[src/rtl/uop_sequencer_if.sv]
// uop_sequencer_if: control, uop ROM and datapath issue signals of the uop sequencer
interface uop_sequencer_if #(
  parameter int ADDR_W = 6,
  parameter int WORD_W = 20
);
  logic              ena;
  logic              rdy;
  logic              err;
  logic              flag;
  logic [ADDR_W-1:0] rom_addr;
  logic [WORD_W-1:0] rom_data;
  logic [3:0]        uop_opcode;
  logic [4:0]        uop_src1;
  logic [4:0]        uop_src2;
  logic [3:0]        uop_dst;
  logic              uop_start;
  logic              uop_done;
  modport master (
    input  ena, flag, rom_data, uop_done,
    output rdy, err, rom_addr, uop_opcode, uop_src1, uop_src2, uop_dst, uop_start
  );
  modport slave (
    output ena, flag, rom_data, uop_done,
    input  rdy, err, rom_addr, uop_opcode, uop_src1, uop_src2, uop_dst, uop_start
  );
endinterface

[src/rtl/uop_sequencer.sv]
// uop_sequencer: walks the uop ROM, decodes words and issues them to the datapath; UOP_SEQ_WATCHDOG_EN adds a WAIT watchdog
module uop_sequencer #(
  parameter int ADDR_W   = 6,
  parameter int WORD_W   = 20,
  parameter int WDOG_MAX = 255
) (
  input logic              clk,
  input logic              rst_n,
  uop_sequencer_if.master  bus
);
  localparam logic [3:0] OPCODE_RDY = 4'd0;
  typedef enum logic [1:0] {IDLE, FETCH, DECODE, WAIT} state_t;
  state_t            state, state_n;
  logic              rdy_n, err_n, start_n, adv, cond, wdog_hit;
  logic [ADDR_W-1:0] addr_n;
  logic [17:0]       fields_n;
  logic [1:0]        exec;
  assign exec = bus.rom_data[1:0];
  assign cond = exec == 2'b00 || (exec == 2'b01 && bus.flag) || (exec == 2'b10 && !bus.flag);
`ifdef UOP_SEQ_WATCHDOG_EN
  logic [7:0] wdog, wdog_n;
  assign wdog_hit = wdog == 8'(WDOG_MAX - 1);
  // WAIT-cycle counter, cleared when a uop is issued
  always_ff @(posedge clk or negedge rst_n)
    if (!rst_n) wdog <= '0;
    else wdog <= wdog_n;
`else
  assign wdog_hit = 1'b0;
`endif
  // next state and next values of every registered output
  always_comb begin
    state_n  = state;
    rdy_n    = bus.rdy;
    err_n    = bus.err;
    addr_n   = bus.rom_addr;
    start_n  = 1'b0;
    fields_n = {bus.uop_opcode, bus.uop_src1, bus.uop_src2, bus.uop_dst};
    adv      = 1'b0;
`ifdef UOP_SEQ_WATCHDOG_EN
    wdog_n   = state == WAIT ? wdog + 8'd1 : wdog;
`endif
    case (state)
      IDLE: if (bus.ena) begin
        addr_n  = '0;
        rdy_n   = 1'b0;
        err_n   = 1'b0;
        state_n = FETCH;
      end
      FETCH: state_n = DECODE;
      DECODE:
        if (bus.rom_data[19:16] == OPCODE_RDY) begin
          rdy_n   = 1'b1;
          state_n = IDLE;
        end else if (!cond) adv = 1'b1;
        else begin
          fields_n = bus.rom_data[WORD_W-1:2];
          start_n  = 1'b1;
          state_n  = WAIT;
`ifdef UOP_SEQ_WATCHDOG_EN
          wdog_n   = '0;
`endif
        end
      WAIT:
        if (bus.uop_done) adv = 1'b1;
        else if (wdog_hit) begin
          err_n   = 1'b1;
          rdy_n   = 1'b1;
          state_n = IDLE;
        end
      default: state_n = IDLE;
    endcase
    if (adv) begin
      if (&bus.rom_addr) begin
        err_n   = 1'b1;
        rdy_n   = 1'b1;
        state_n = IDLE;
      end else begin
        addr_n  = bus.rom_addr + 1'b1;
        state_n = FETCH;
      end
    end
  end
  // state and output registers
  always_ff @(posedge clk or negedge rst_n)
    if (!rst_n) begin
      state         <= IDLE;
      bus.rdy       <= 1'b1;
      bus.err       <= 1'b0;
      bus.rom_addr  <= '0;
      bus.uop_start <= 1'b0;
      {bus.uop_opcode, bus.uop_src1, bus.uop_src2, bus.uop_dst} <= '0;
    end else begin
      state         <= state_n;
      bus.rdy       <= rdy_n;
      bus.err       <= err_n;
      bus.rom_addr  <= addr_n;
      bus.uop_start <= start_n;
      {bus.uop_opcode, bus.uop_src1, bus.uop_src2, bus.uop_dst} <= fields_n;
    end
endmodule

[src/flat_wrapper.sv]
// flat-port wrapper written by rule: the top's interface ports become plain ports
module uop_sequencer_flat 
#(
  parameter int ADDR_W   = 6,
  parameter int WORD_W   = 20,
  parameter int WDOG_MAX = 255
)
  (clk, rst_n, bus_ena, bus_flag, bus_rom_data, bus_uop_done, bus_rdy, bus_err, bus_rom_addr, bus_uop_opcode, bus_uop_src1, bus_uop_src2, bus_uop_dst, bus_uop_start);
  uop_sequencer_if #(.ADDR_W(ADDR_W), .WORD_W(WORD_W)) bus_i ();
  input logic clk;
  input logic rst_n;
  input wire logic [$bits(bus_i.ena)-1:0] bus_ena;
  input wire logic [$bits(bus_i.flag)-1:0] bus_flag;
  input wire logic [$bits(bus_i.rom_data)-1:0] bus_rom_data;
  input wire logic [$bits(bus_i.uop_done)-1:0] bus_uop_done;
  output wire logic [$bits(bus_i.rdy)-1:0] bus_rdy;
  output wire logic [$bits(bus_i.err)-1:0] bus_err;
  output wire logic [$bits(bus_i.rom_addr)-1:0] bus_rom_addr;
  output wire logic [$bits(bus_i.uop_opcode)-1:0] bus_uop_opcode;
  output wire logic [$bits(bus_i.uop_src1)-1:0] bus_uop_src1;
  output wire logic [$bits(bus_i.uop_src2)-1:0] bus_uop_src2;
  output wire logic [$bits(bus_i.uop_dst)-1:0] bus_uop_dst;
  output wire logic [$bits(bus_i.uop_start)-1:0] bus_uop_start;
  assign bus_i.ena = bus_ena;
  assign bus_i.flag = bus_flag;
  assign bus_i.rom_data = bus_rom_data;
  assign bus_i.uop_done = bus_uop_done;
  assign bus_rdy = bus_i.rdy;
  assign bus_err = bus_i.err;
  assign bus_rom_addr = bus_i.rom_addr;
  assign bus_uop_opcode = bus_i.uop_opcode;
  assign bus_uop_src1 = bus_i.uop_src1;
  assign bus_uop_src2 = bus_i.uop_src2;
  assign bus_uop_dst = bus_i.uop_dst;
  assign bus_uop_start = bus_i.uop_start;
  uop_sequencer #(.ADDR_W(ADDR_W), .WORD_W(WORD_W), .WDOG_MAX(WDOG_MAX)) u_core (.clk(clk), .rst_n(rst_n), .bus(bus_i));
endmodule
[config.mk]
export PLATFORM = sky130hd
export DESIGN_NAME = uop_sequencer_flat
export DESIGN_NICKNAME = d
export VERILOG_FILES = /design/src/rtl/uop_sequencer_if.sv /design/src/rtl/uop_sequencer.sv /design/src/flat_wrapper.sv
export SDC_FILE = /design/constraint.sdc
export NUM_CORES = 1
export LEC_CHECK = 0
export CAP_MARGIN = 20
export CORE_ASPECT_RATIO = 1.75
export CORE_MARGIN = 1.5
export CORE_UTILIZATION = 49
export CTS_BUF_LIST = sky130_fd_sc_hd__clkbuf_4
export DETAILED_ROUTE_END_ITERATION = 8
export PLACE_DENSITY = 0.88
export SYNTH_ARGS = -nofsm -noshare
export SYNTH_HDL_FRONTEND = slang
export SYNTH_SLANG_ARGS = --single-unit
[constraint.sdc]
create_clock -name clk -period 3.05 [get_ports clk]
set_input_delay 0.61 -clock clk [delete_from_list [all_inputs] [get_ports clk]]
set_output_delay 0.61 -clock clk [all_outputs]
set_load 0.01 [all_outputs]
==> summary.txt <==
Detailed routing
  – WL/cell: approximately 16 µm
  – Detail-routed via count per cell: 5.477
  – DR iter-0 viols: 19
  – Post-route ant nets: 0
  – Via Count: ~1100
  – DRC: 0
  – Pre-antenna DRT Iters: 4
  – Aggregate routed wire length: ~3.1 mm

Power
  – Gate power share: between 40% and 50%
  – Int Power: approximately 1.1 mW
  – P per Cell Area: 813.0 mW/mm²
  – Register share of total power: about two fifths
  – P_leak: 0.8455 nW
  – Net Switching: 514.3 µW
  – Net Sw Frac: between 30% and 40%
  – Clk pwr share: a little over an eighth
  – Max rail drop VDD: 0.3780 mV

Timing
  – Setup violators final: 0
  – Worst-margin pin slew: roughly 600 ps
  – Setup TNS: 0 ps
  – Period Utilization, post-route: between 70% and 80%
  – Worst Skew: 6.653 ps
  – Final Max Tran Viols: 0
  – Worst slew margin: around 59%
  – Tmin final: ~2200 ps
  – Achievable clock frequency: 446.5 MHz
  – Hold Vio Cnt, Final: 0
  – RSZ-0062 raised after global routing: false

Floorplan
  – Ports: 52
  – Row count: 25
  – Die Span Y: roughly 73 µm
  – Die width: 43.03 µm
  – Initial Utilization: between 50% and 60%
  – Core area: approximately 0.0027 mm²
  – Full die area: between 0.003 and 0.004 mm²

Place
  – DPL Wire Length: between 2 and 2.5 mm
  – Number of port buffers: 51
  – GPL Wtd Cong: around 0.8
  – Placed insts: 187

Clock tree
  – Clock Pin Slew Worst Setup and Hold Paths: ~90 ps
  – Post-CTS Setup Bufs: 0
  – # H-tree levels: 2
  – Hold Buf Count CTS: 0
  – Clock buffer depth: 2
  – Root buf cell: clkbuf_4
  – Sink Count: 29
  – TritonCTS clock tree: built
  – Post-CTS Resized: 0
  – CTS buffer count: 5
  – Worst-skew pair later-pin latency: between 300 and 400 ps

Cells and area
  – Syn-to-layout area delta: 42.35%
  – Most frequent cells in the layout: 51 x clkdlybuf4s50_1, 28 x dfrtp_1, 9 x mux2_4, 9 x mux2_2
  – Reg area: around 730 µm²
  – Inserted Diodes: 0
  – Share of layout cells above drive strength 1: approximately 18%
  – Core Util, Final: 72.70%
  – Filler cell count: between 150 and 200
  – Post-layout net count: between 150 and 200
  – Most common cell after layout, fill and taps aside: clkdlybuf4s50_1
  – Post-route non-filler standard cell count: 195
  – Multi-input gate area: 596.8 µm²

Global routing
  – Busiest layer in global routing: met2
  – First-pass GRT wire length: 4.988 mm
  – Largest net degree at the start of global routing: 30
  – Gr ovfl total: 0
  – Routing usage on met1: a little under a quarter
  – Initial antenna violation count: 0
  – Vias in the first global route: 1077
  – Met2 GRT Util: 35.19%
  – All-Layer GR Usage: between 20% and 30%
  – M3 GR Usage: approximately 5.7%

Flow run
  – Max_cap viols: 0

Worst setup path
  – CP Max Fanout: 19
  – Crit end category: flip-flop
  – Critical path, cell by cell: clkdlybuf4s50_1 > mux2i_1 > inv_1 > nor2_4 > mux2_2
  – CP required: 3270 ps
  – Crit-path slowest cell: nor2_4
  – Critical setup path kind: in -> reg
  – CP peak stage delay: around 520 ps
  – Nature of the critical path startpoint: input port
  – Crit path arrival time: 2460 ps

Yosys
  – Syn_nets: approximately 140
  – Synth Instances: about 110
  – Seq/Total Area, Yosys: a little over half
  – Yosys Warn Count: 0
  – Unique masters post-synth: 29
  – FF+latch count, synth: 29
  – Avg Inst Size Synth: 12.60 µm²
  – Mapped cell area: between 0.001 and 0.0015 mm²

Worst hold path
  – Min-delay worst type: reg -> reg

Run status
  – Status: completed
==> power by group through the flow <==
stage / Clock, mW / Combinational [mW] / Sequential [mW]
after global placement: 0 / 0.723 / 0.624
after detailed placement: 0 / 0.751 / 0.640
after floorplan: 0 / 0.317 / 0.686
after global routing: 0.247 / 0.802 / 0.650
after CTS: 0.228 / 0.756 / 0.633
final: 0.215 / 0.743 / 0.631
==> cells in the mapped netlist <==
master / n / area share, %
or3_1: 1 / 0.46
or4_1: 1 / 0.55
and2_1: 1 / 0.46
nor2_4: 1 / 0.82
o41ai_4: 1 / 2.0
inv_1: 8 / 2.2
ha_1: 5 / 4.6
mux2i_1: 2 / 1.5
buf_12: 1 / 1.5
a21oi_1: 4 / 1.5
mux2_4: 9 / 9.8
dfrtp_1: 28 / 51
and3_2: 1 / 0.55
o21a_1: 1 / 0.55
nor4_1: 1 / 0.46
nand2b_1: 1 / 0.46
mux2_2: 9 / 7.4
o221ai_1: 2 / 1.3
dfstp_2: 1 / 1.9
o22ai_1: 1 / 0.46
nor2b_1: 1 / 0.46
o21ai_0: 8 / 2.9
nand2_1: 7 / 1.9
o31ai_1: 1 / 0.55
and3_1: 2 / 0.91
nor2_1: 5 / 1.4
nand3_1: 4 / 1.5
o21ai_2: 1 / 0.64
or2b_1: 1 / 0.55
==> worst max-delay path: cells and delay by family <==
| kind | cells | cell delay [ps] |
|---|---|---|
| buf+inv | 2 | 590 |
| mux | 2 | 730 |
| simple gates | 1 | 520 |
==> final timing paths <==
check | start | slack [ps] | to | depth (start not counted)
worst max-delay path | bus_flag | 810 | u_core.bus.uop_src1[0]$_DFFE_PN0P_ | 5
worst min-delay path | u_core.bus.err$_DFF_PN0_ | 490 | u_core.bus.err$_DFF_PN0_ | 2
worst max register to register | u_core.state[0]$_DFFE_PN0P_ | 1160 | u_core.bus.rom_addr[3]$_DFF_PN0_ | 6
worst min register to register | u_core.bus.err$_DFF_PN0_ | 490 | u_core.bus.err$_DFF_PN0_ | 2
max in group asynchronous | rst_n | 2070 | u_core.bus.rdy$_DFF_PN1_ | 2
min in group asynchronous | rst_n | 660 | u_core.bus.rom_addr[0]$_DFF_PN0_ | 2
==> per-stage QoR <==
step                area (µm²)  power, mW  hold WS (ps)  setup slack, ps
global placement          1906      1.348         464.8            548.4
finish                    1956      1.590         488.6            810.4
CTS                       1956      1.617         495.6            812.9
floorplan                 1374      1.003         314.4             1237
detailed placement        1906      1.392         473.7            461.0
global route              1956      1.699         529.2            736.4
==> cell type report <==
| type | count | area share (%) |
|---|---|---|
| clock buffer | 5 | 1.919 |
| clock inverter | 3 | 0.6398 |
| inverter | 8 | 1.536 |
| multi-input combinational | 71 | 30.52 |
| sequential | 29 | 37.17 |
| tap | 27 | 1.727 |
| timing repair buffer | 52 | 26.49 |
==> sequential cells by signal (all words and copies together), names as in the netlist <==
name                   count
u_core.bus.err             1
u_core.bus.uop_opcode      4
u_core.bus.uop_src2        5
u_core.bus.rom_addr        6
u_core.bus.uop_start       1
u_core.bus.uop_dst         4
u_core.bus.uop_src1        5
u_core.state               2
u_core.bus.rdy             1
==> kinds of logic (layout without fill, tap and decap cells) <==
logic type,Yosys count,count (layout),synth area share (%)
DFF,29,29,52.91
and+or+nand+nor,27,27,10.38
muxes,20,20,18.67
AOI/OAI and AO/OA,19,19,9.838
buffers and inverters,9,68,3.643
adders and majority gates,5,5,4.554
==> metal layers <==
| layer | routed length (µm) | up-vias |
|---|---|---|
| li1 | - | 502 |
| met1 | 1185 | 513 |
| met2 | 1653 | 44 |
| met3 | 182 | 9 |
| met4 | 121 | 0 |
| met5 | 0 | - |
No activity file was read; power rests on OpenSTA's default activity.
